[config.mk]
export PLATFORM = sky130hd
export DESIGN_NAME = alu_control_32
export DESIGN_NICKNAME = d
export VERILOG_FILES = /design/src/rtl/alu_ctrl_pkg.sv /design/src/rtl/alu_func_decode.sv /design/src/rtl/alu_control_32.sv
export SDC_FILE = /design/constraint.sdc
export NUM_CORES = 1
export LEC_CHECK = 0
export CORE_AREA = 2 2 39 41
export DETAILED_ROUTE_END_ITERATION = 6
export DIE_AREA = 0 0 41 43
export SLEW_MARGIN = 20
export SYNTH_ARGS = -nofsm -noshare
export SYNTH_HDL_FRONTEND = slang
export SYNTH_SLANG_ARGS = --single-unit
[constraint.sdc]
create_clock -name clk -period 1.1 [get_ports clk]
set_input_delay 0.22 -clock clk [delete_from_list [all_inputs] [get_ports clk]]
set_output_delay 0.22 -clock clk [all_outputs]
set_load 0.02 [all_outputs]
[src/rtl/alu_ctrl_pkg.sv]
// Shared constants for the MIPS-style ALU-control decoder: widths, ALU select
// encodings, ALUop codes and R-type function codes.
package alu_ctrl_pkg;

    localparam int FUNC_WIDTH  = 6;
    localparam int ALUOP_WIDTH = 2;
    localparam int CTRL_WIDTH  = 4;

    typedef enum logic [CTRL_WIDTH-1:0] {
        ALU_AND = 4'b0000,
        ALU_OR  = 4'b0001,
        ALU_ADD = 4'b0010,
        ALU_SUB = 4'b0110,
        ALU_SLT = 4'b0111,
        ALU_NOR = 4'b1100
    } alu_ctrl_e;

    localparam logic [ALUOP_WIDTH-1:0] mem_aluop     = 2'b00;
    localparam logic [ALUOP_WIDTH-1:0] branch_aluop  = 2'b01;
    localparam logic [ALUOP_WIDTH-1:0] arith_aluop   = 2'b10;
    localparam logic [ALUOP_WIDTH-1:0] illegal_aluop = 2'b11;

    localparam logic [FUNC_WIDTH-1:0] add_func  = 6'b100000;
    localparam logic [FUNC_WIDTH-1:0] addu_func = 6'b100001;
    localparam logic [FUNC_WIDTH-1:0] sub_func  = 6'b100010;
    localparam logic [FUNC_WIDTH-1:0] subu_func = 6'b100011;
    localparam logic [FUNC_WIDTH-1:0] and_func  = 6'b100100;
    localparam logic [FUNC_WIDTH-1:0] or_func   = 6'b100101;
    localparam logic [FUNC_WIDTH-1:0] nor_func  = 6'b100111;
    localparam logic [FUNC_WIDTH-1:0] slt_func  = 6'b101010;
    localparam logic [FUNC_WIDTH-1:0] jr_func   = 6'b001000;

endpackage

[src/rtl/alu_func_decode.sv]
// Combinational R-type function decoder: func -> {ALU select, illegal flag}.
// Define ALU_CTRL_EXT_FUNC_EN to also accept addu/subu/nor.
module alu_func_decode
    import alu_ctrl_pkg::*;
(
    input  logic [FUNC_WIDTH-1:0] func,
    output logic [CTRL_WIDTH-1:0] ctrl,
    output logic                  illegal
);

    always_comb begin
        ctrl    = ALU_AND;
        illegal = 1'b0;
        case (func)
            add_func: ctrl = ALU_ADD;
            sub_func: ctrl = ALU_SUB;
            and_func: ctrl = ALU_AND;
            or_func:  ctrl = ALU_OR;
            slt_func: ctrl = ALU_SLT;
            // jr does not use the ALU result; ADD keeps the datapath benign
            jr_func:  ctrl = ALU_ADD;
`ifdef ALU_CTRL_EXT_FUNC_EN
            addu_func: ctrl = ALU_ADD;
            subu_func: ctrl = ALU_SUB;
            nor_func:  ctrl = ALU_NOR;
`endif
            default: begin
                ctrl    = ALU_AND;
                illegal = 1'b1;
            end
        endcase
    end

endmodule

[src/rtl/alu_control_32.sv]
// Registered ALU-control decoder: ALUop mux around the func decoder, with one
// cycle of latency. Optional macro: ALU_CTRL_EXT_FUNC_EN (addu/subu/nor).
module alu_control_32 #(
    parameter int FUNC_W  = 6,
    parameter int ALUOP_W = 2,
    parameter int CTRL_W  = 4
) (
    input  logic               clk,
    input  logic               rst,
    input  logic [FUNC_W-1:0]  func,
    input  logic [ALUOP_W-1:0] alu_op,
    output logic [CTRL_W-1:0]  alu_control,
    output logic               err_illegal_func_code,
    output logic               err_illegal_alu_op
);

    import alu_ctrl_pkg::*;

    logic [CTRL_W-1:0] func_ctrl;
    logic              func_illegal;
    logic [CTRL_W-1:0] ctrl_next;
    logic              err_func_next;
    logic              err_op_next;

    alu_func_decode u_func_decode (
        .func    (func),
        .ctrl    (func_ctrl),
        .illegal (func_illegal)
    );

    // The func decode only matters for R-type; the error flags are mutually exclusive by construction
    always_comb begin
        ctrl_next     = ALU_AND;
        err_func_next = 1'b0;
        err_op_next   = 1'b0;
        case (alu_op)
            mem_aluop:    ctrl_next = ALU_ADD;
            branch_aluop: ctrl_next = ALU_SUB;
            arith_aluop: begin
                ctrl_next     = func_ctrl;
                err_func_next = func_illegal;
            end
            default: begin
                ctrl_next   = ALU_AND;
                err_op_next = 1'b1;
            end
        endcase
    end

    always_ff @(posedge clk) begin
        if (rst) begin
            alu_control           <= '0;
            err_illegal_func_code <= 1'b0;
            err_illegal_alu_op    <= 1'b0;
        end else begin
            alu_control           <= ctrl_next;
            err_illegal_func_code <= err_func_next;
            err_illegal_alu_op    <= err_op_next;
        end
    end

endmodule

=== Yosys cells after proc, flatten, opt, wreduce, memory -nomap -nowiden ===
Index checks and enable logic that the tools add are counted.

* Bits in registers: 6
* Logic and storage cells: 21
* Output and inout bits: 6

* Reductions and logical operators: 5
* Bitwise logic cells: 1
* Mux-type cells: 4
* Equality and inequality tests: 8

{| class="wikitable"
|+ Operators by type and width
! cell !! count
|-
| 6-bit == test (second input constant) || 5
|-
| 3-bit case mux with 4 select lines || 1
|-
| 4-bit case mux with 3 select lines || 1
|-
| 6-bit by 4-bit == test with 1-bit output (second input constant) || 1
|-
| 6-bit OR reduction || 1
|-
| 2-bit OR reduction || 2
|-
| 3-bit OR reduction || 1
|-
| 2-bit by 1-bit == test with 1-bit output (second input constant) || 1
|-
| 2-bit == test (second input constant) || 1
|-
| 2-bit zero test || 1
|-
| 1-bit 2-to-1 mux || 2
|-
| 1-bit inverter || 1
|}

=== Depth between registers and ports, before layout ===
* Depth in word-level cells: 4
* Gate-level depth with buffers: 3
* Depth with buffers taken out: 3

=== By module ===
Synthesis repeated with hierarchy kept, for this count alone.

* Cell total of the unflattened synthesis: 32
* Area total of the unflattened synthesis: 291.5 µm²

{| class="wikitable"
|+ Modules (own cells, without submodules)
! module !! times used !! area an instance (µm²) !! cells each
|-
| alu_control_32 || 1 || 177.7 || 16
|-
| alu_func_decode || 1 || 113.9 || 16
|}

=== Worst setup path before layout ===
OpenSTA, ideal clock, no wires.

* Path kind: input to register
* From: in func[5]
* To: reg err_illegal_func_code
* Stages: 3
* Arrival: 0.815 ns
* Library setup time: 0.122 ns
* Setup slack: 0.163 ns
* Data required time: 0.978 ns
* Path buffers: 0
* Path through: nor4b_1 > a31oi_1 > o311a_1

* Cells in the longest elaborated chain, start to end: 3
* Elaborated cells between the ends (all ways): 8
* Those cells by class: eq/ne (6); mux (1); reduce/logical (1)

{| class="wikitable"
|+ Ends and longest elaborated chain
! element !! line !! text
|-
| start, declared || alu_control_32.sv:10 || <nowiki>input logic [FUNC_W-1:0] func,</nowiki>
|-
| 6-bit == test / 6-bit by 4-bit == test with 1-bit output (equally long branches) || alu_func_decode.sv:14 || <nowiki>case (func)</nowiki>
|-
| 6-bit OR reduction (no source line) (*) || -- ||
|-
| 1-bit 2-to-1 mux (*) || alu_func_decode.sv:14 ||
|-
| end signal, assigned || alu_control_32.sv:57 || <nowiki>err_illegal_func_code <= err_func_next;</nowiki>
|-
| end, declared || alu_control_32.sv:13 || <nowiki>output logic err_illegal_func_code,</nowiki>
|}

Mark *: on every way between the ends. The rest lies on a longest branch, timed or not.
A chain may end at the register's enable or synchronous reset.

=== Final worst setup path ===
* From: reg alu_control[1]
* To: out alu_control[1]

{| class="wikitable"
|+ RTL lines
! element !! line !! text
|-
| start, declared || alu_control_32.sv:12 || <nowiki>output logic [CTRL_W-1:0] alu_control,</nowiki>
|-
| start signal, assigned || alu_control_32.sv:56 || <nowiki>alu_control <= ctrl_next;</nowiki>
|}

No word-level cell between the ends.

==> metrics.md <==
| Metric | Value |
|---|---|
| DR vias/cell | around 4.8 |
| Die H | about 43 microns |
| Die W | 41 microns |
| Final period utilization | a little over nine tenths |
| Sequential power share | 36.6% |
| Most numerous cell in the Yosys netlist | dfxtp_1 |
| Clk pwr share | roughly 40% |
| Critical path fanouts, max | 1 |
| Synth top area share | between 30% and 40% |
| Placed insts | 68 |
| Port Buffers | 14 |
| Syn nets | 40 |
| Post-synth EDFFs | 0 |
| Max Cap Viol | 0 |
| Synth Flop Type | dfxtp_1 |
| Iteration-0 DRC Markers | 5 |
| First-pass GRT wire length | 1.29 mm |
| Share of synthesized registers carrying an async set or reset | 0% |
| Worst setup startpoint | alu_control[1] |
| Routed Antenna Nets | 0 |
| Worst endpoint required time | 880 ps |
| Root Driver | clkbuf_4 |
| Critical Path Slowest Stage Cell | dfxtp_1 |
| Area occupied by multi-input gates | approximately 180 sq um |
| Final HPWL DP | around 650 microns |
| Yosys top cell by area | dfxtp_1 |
| Initial antenna violation count | 0 |
| Sw Share | approximately a quarter |
| FF/Latch Area | about 100 sq um |
| # setup viols final | 0 |
| Internal | ~390 uW |
| Synth Register Bits | 5 |
| Min Clock Period, post-route | approximately 1000 ps |
| WL/cell | approximately 12 microns |
| Leakage | ~0.00023 uW |
| Vias in the first global route | 337 |
| Pin count of the biggest net entering global routing | 6 |
| TritonCTS clock tree | done |
| H-tree depth | 1 |
| Cts bufs inserted | 3 |
| CTS sink count | 5 |
| Clock transition at path regs | 40 ps |
| Vias | between 300 and 400 |
| Crit path cell chain | clkdlybuf4s15_1 |
| Die area | about 0.0018 sq mm |
| Power Dens Cells | 999 mW/mm^2 |
| Worst path depth | 1 |
| Top Ports | 16 |
| Layout Cells excl Fill | a little over 70 |
| Cells after Synth | 30 |
| Final Hold Viols | 0 |
| Grt ovf | 0 |
| DR pass1 iterations | 4 |
| Crit end category | primary output |
| Initial cell density of the core | 19.9% |
| Biggest cell delay along the critical path | approximately 300 ps |
| Fillers | 158 |
| Outcome | finished, final reports clean |
| Nets | 67 |
| Synth Area per Inst | a little over 9 sq um |
| Layout cells sized above 1 | between 30% and 40% |
| Residual DRC | 0 |
| Clock Path Buffers | 2 |
| Final Max Slew Viols | 0 |
| Critical path class | flip-flop to primary output |
| Buf/Inv on CP | 1 |
| Largest cells by area after synthesis | dfxtp_1, a31oi_1, nor3b_1, and4bb_2, nand2b_1 |
| Fmax | about 950 MHz |
| RSZ-0062 raised after global routing | no |
| Yosys warns | 0 |
| Sw Pwr | 128 uW |
| Synth top cells by count | dfxtp_1, a31oi_1, nand2b_1, nor2_1, nor3b_1 |
| CP endpoint | alu_control[1] |
| Critical Path Start Type | flip-flop |
| Synth unique cells | 21 |
| Tot Pwr | 520 uW |
| Number of diodes | 0 |
| FP Rows | 14 |
| Max VDD drop | approximately 250 uV |
| Sequential area share after synthesis | between 30% and 40% |
| Drt total wl | about 830 microns |
| Tot GR Track Use | 11.0% |
| Core box area | 0.00138 sq mm |
| Synthesis-to-finish area growth | 89.1% |
| RD Place Congestion | about 0.8 |
| HP Class | primary input to flip-flop |
| CP top delay family | flip-flops |
| Worst EP arrival | just over 800 ps |
| Combinational power share | between 20% and 30% |
| Netlist area before placement | 275 sq um |
[state kept, by name, indices dropped and copies added, names as in the netlist]
| register | flops |
|---|---|
| err_illegal_alu_op | 1 |
| alu_control | 3 |
| err_illegal_func_code | 1 |
[stage by stage]
step | setup WS (ps) | setup TNS [ps] | cell area (sq um) | hold WS, ps | util, %
2_1_floorplan | 163 | 0 | 275 | 289 | -
3_3_place_gp | -363 | -1350 | 495 | 878 | 35.8
3_5_place_dp | -385 | -1390 | 495 | 876 | 35.8
4_1_cts | 0.0400 | 0 | 518 | 604 | 37.4
5_1_grt | 6.09 | 0 | 520 | 364 | 37.6
6_report | 51.0 | 0 | 520 | 362 | 37.6
[final cells by class]
cell class,count,share of cell area [%]
repair buffers,23,36.8
inverters,1,0.721
well taps,16,3.85
clock buffers,4,5.05
flip-flops and latches,5,19.2
multi-input cells,23,34.4
[power groups by stage]
stage                     clock (uW)  sequential (uW)  combinational [uW]
final                            207              190                 122
after detailed placement           0              194                 128
after CTS                        218              190                 120
after floorplan                    0              202                30.7
after global routing             231              191                 132
after global placement             0              193                 127
[cell families (layout without fill, tap and decap cells)]
logic type / after synthesis / after routing / synth area share [%]
buffers and inverters: 2 / 28 / 4.09
DFF: 5 / 5 / 36.4
and+or+nand+nor: 16 / 16 / 44.1
other: 1 / 1 / 1.36
AOI/OAI and AO/OA: 6 / 6 / 14.1
[how the worst min path moves through the flow]
stage | slack, ps | depth (start not counted) | end | start
2_1_floorplan | 290 | 1 | alu_control[2] | rst
3_3_place_gp | 880 | 2 | alu_control[2] | rst
3_5_place_dp | 880 | 2 | alu_control[2] | rst
4_1_cts | 600 | 4 | alu_control[2] | func[1]
5_1_grt | 360 | 3 | alu_control[2] | alu_op[0]
6_report | 360 | 3 | alu_control[2] | alu_op[0]
[placed cells by master (no fill, tap or decap), drive strengths merged, types with 2 or more instances in the layout]
cell type and count:
clkbuf 7, clkdlybuf4s15 2, a31oi 3, nand2b 2
nor3b 3, clkdlybuf4s50 2, buf 9, dlygate4sd2 5
dfxtp 5, dlymetal6s2s 2, nor2 2
[layer usage]
metal	GRT usage [%]	wire, microns
met5	0	0
met4	10.0	14
met3	1.57	88
met2	15.6	361
met1	13.4	365
[timing repair]
| action | in CTS | in global routing |
|---|---|---|
| hold buffers | 0 | 0 |
| gates resized for setup | 12 | 12 |
| pin swaps | 0 | 3 |
| buffers inserted | 0 | 0 |
| endpoints found under the setup margin | 9 | 8 |
Power figures use the tool's default switching activity.
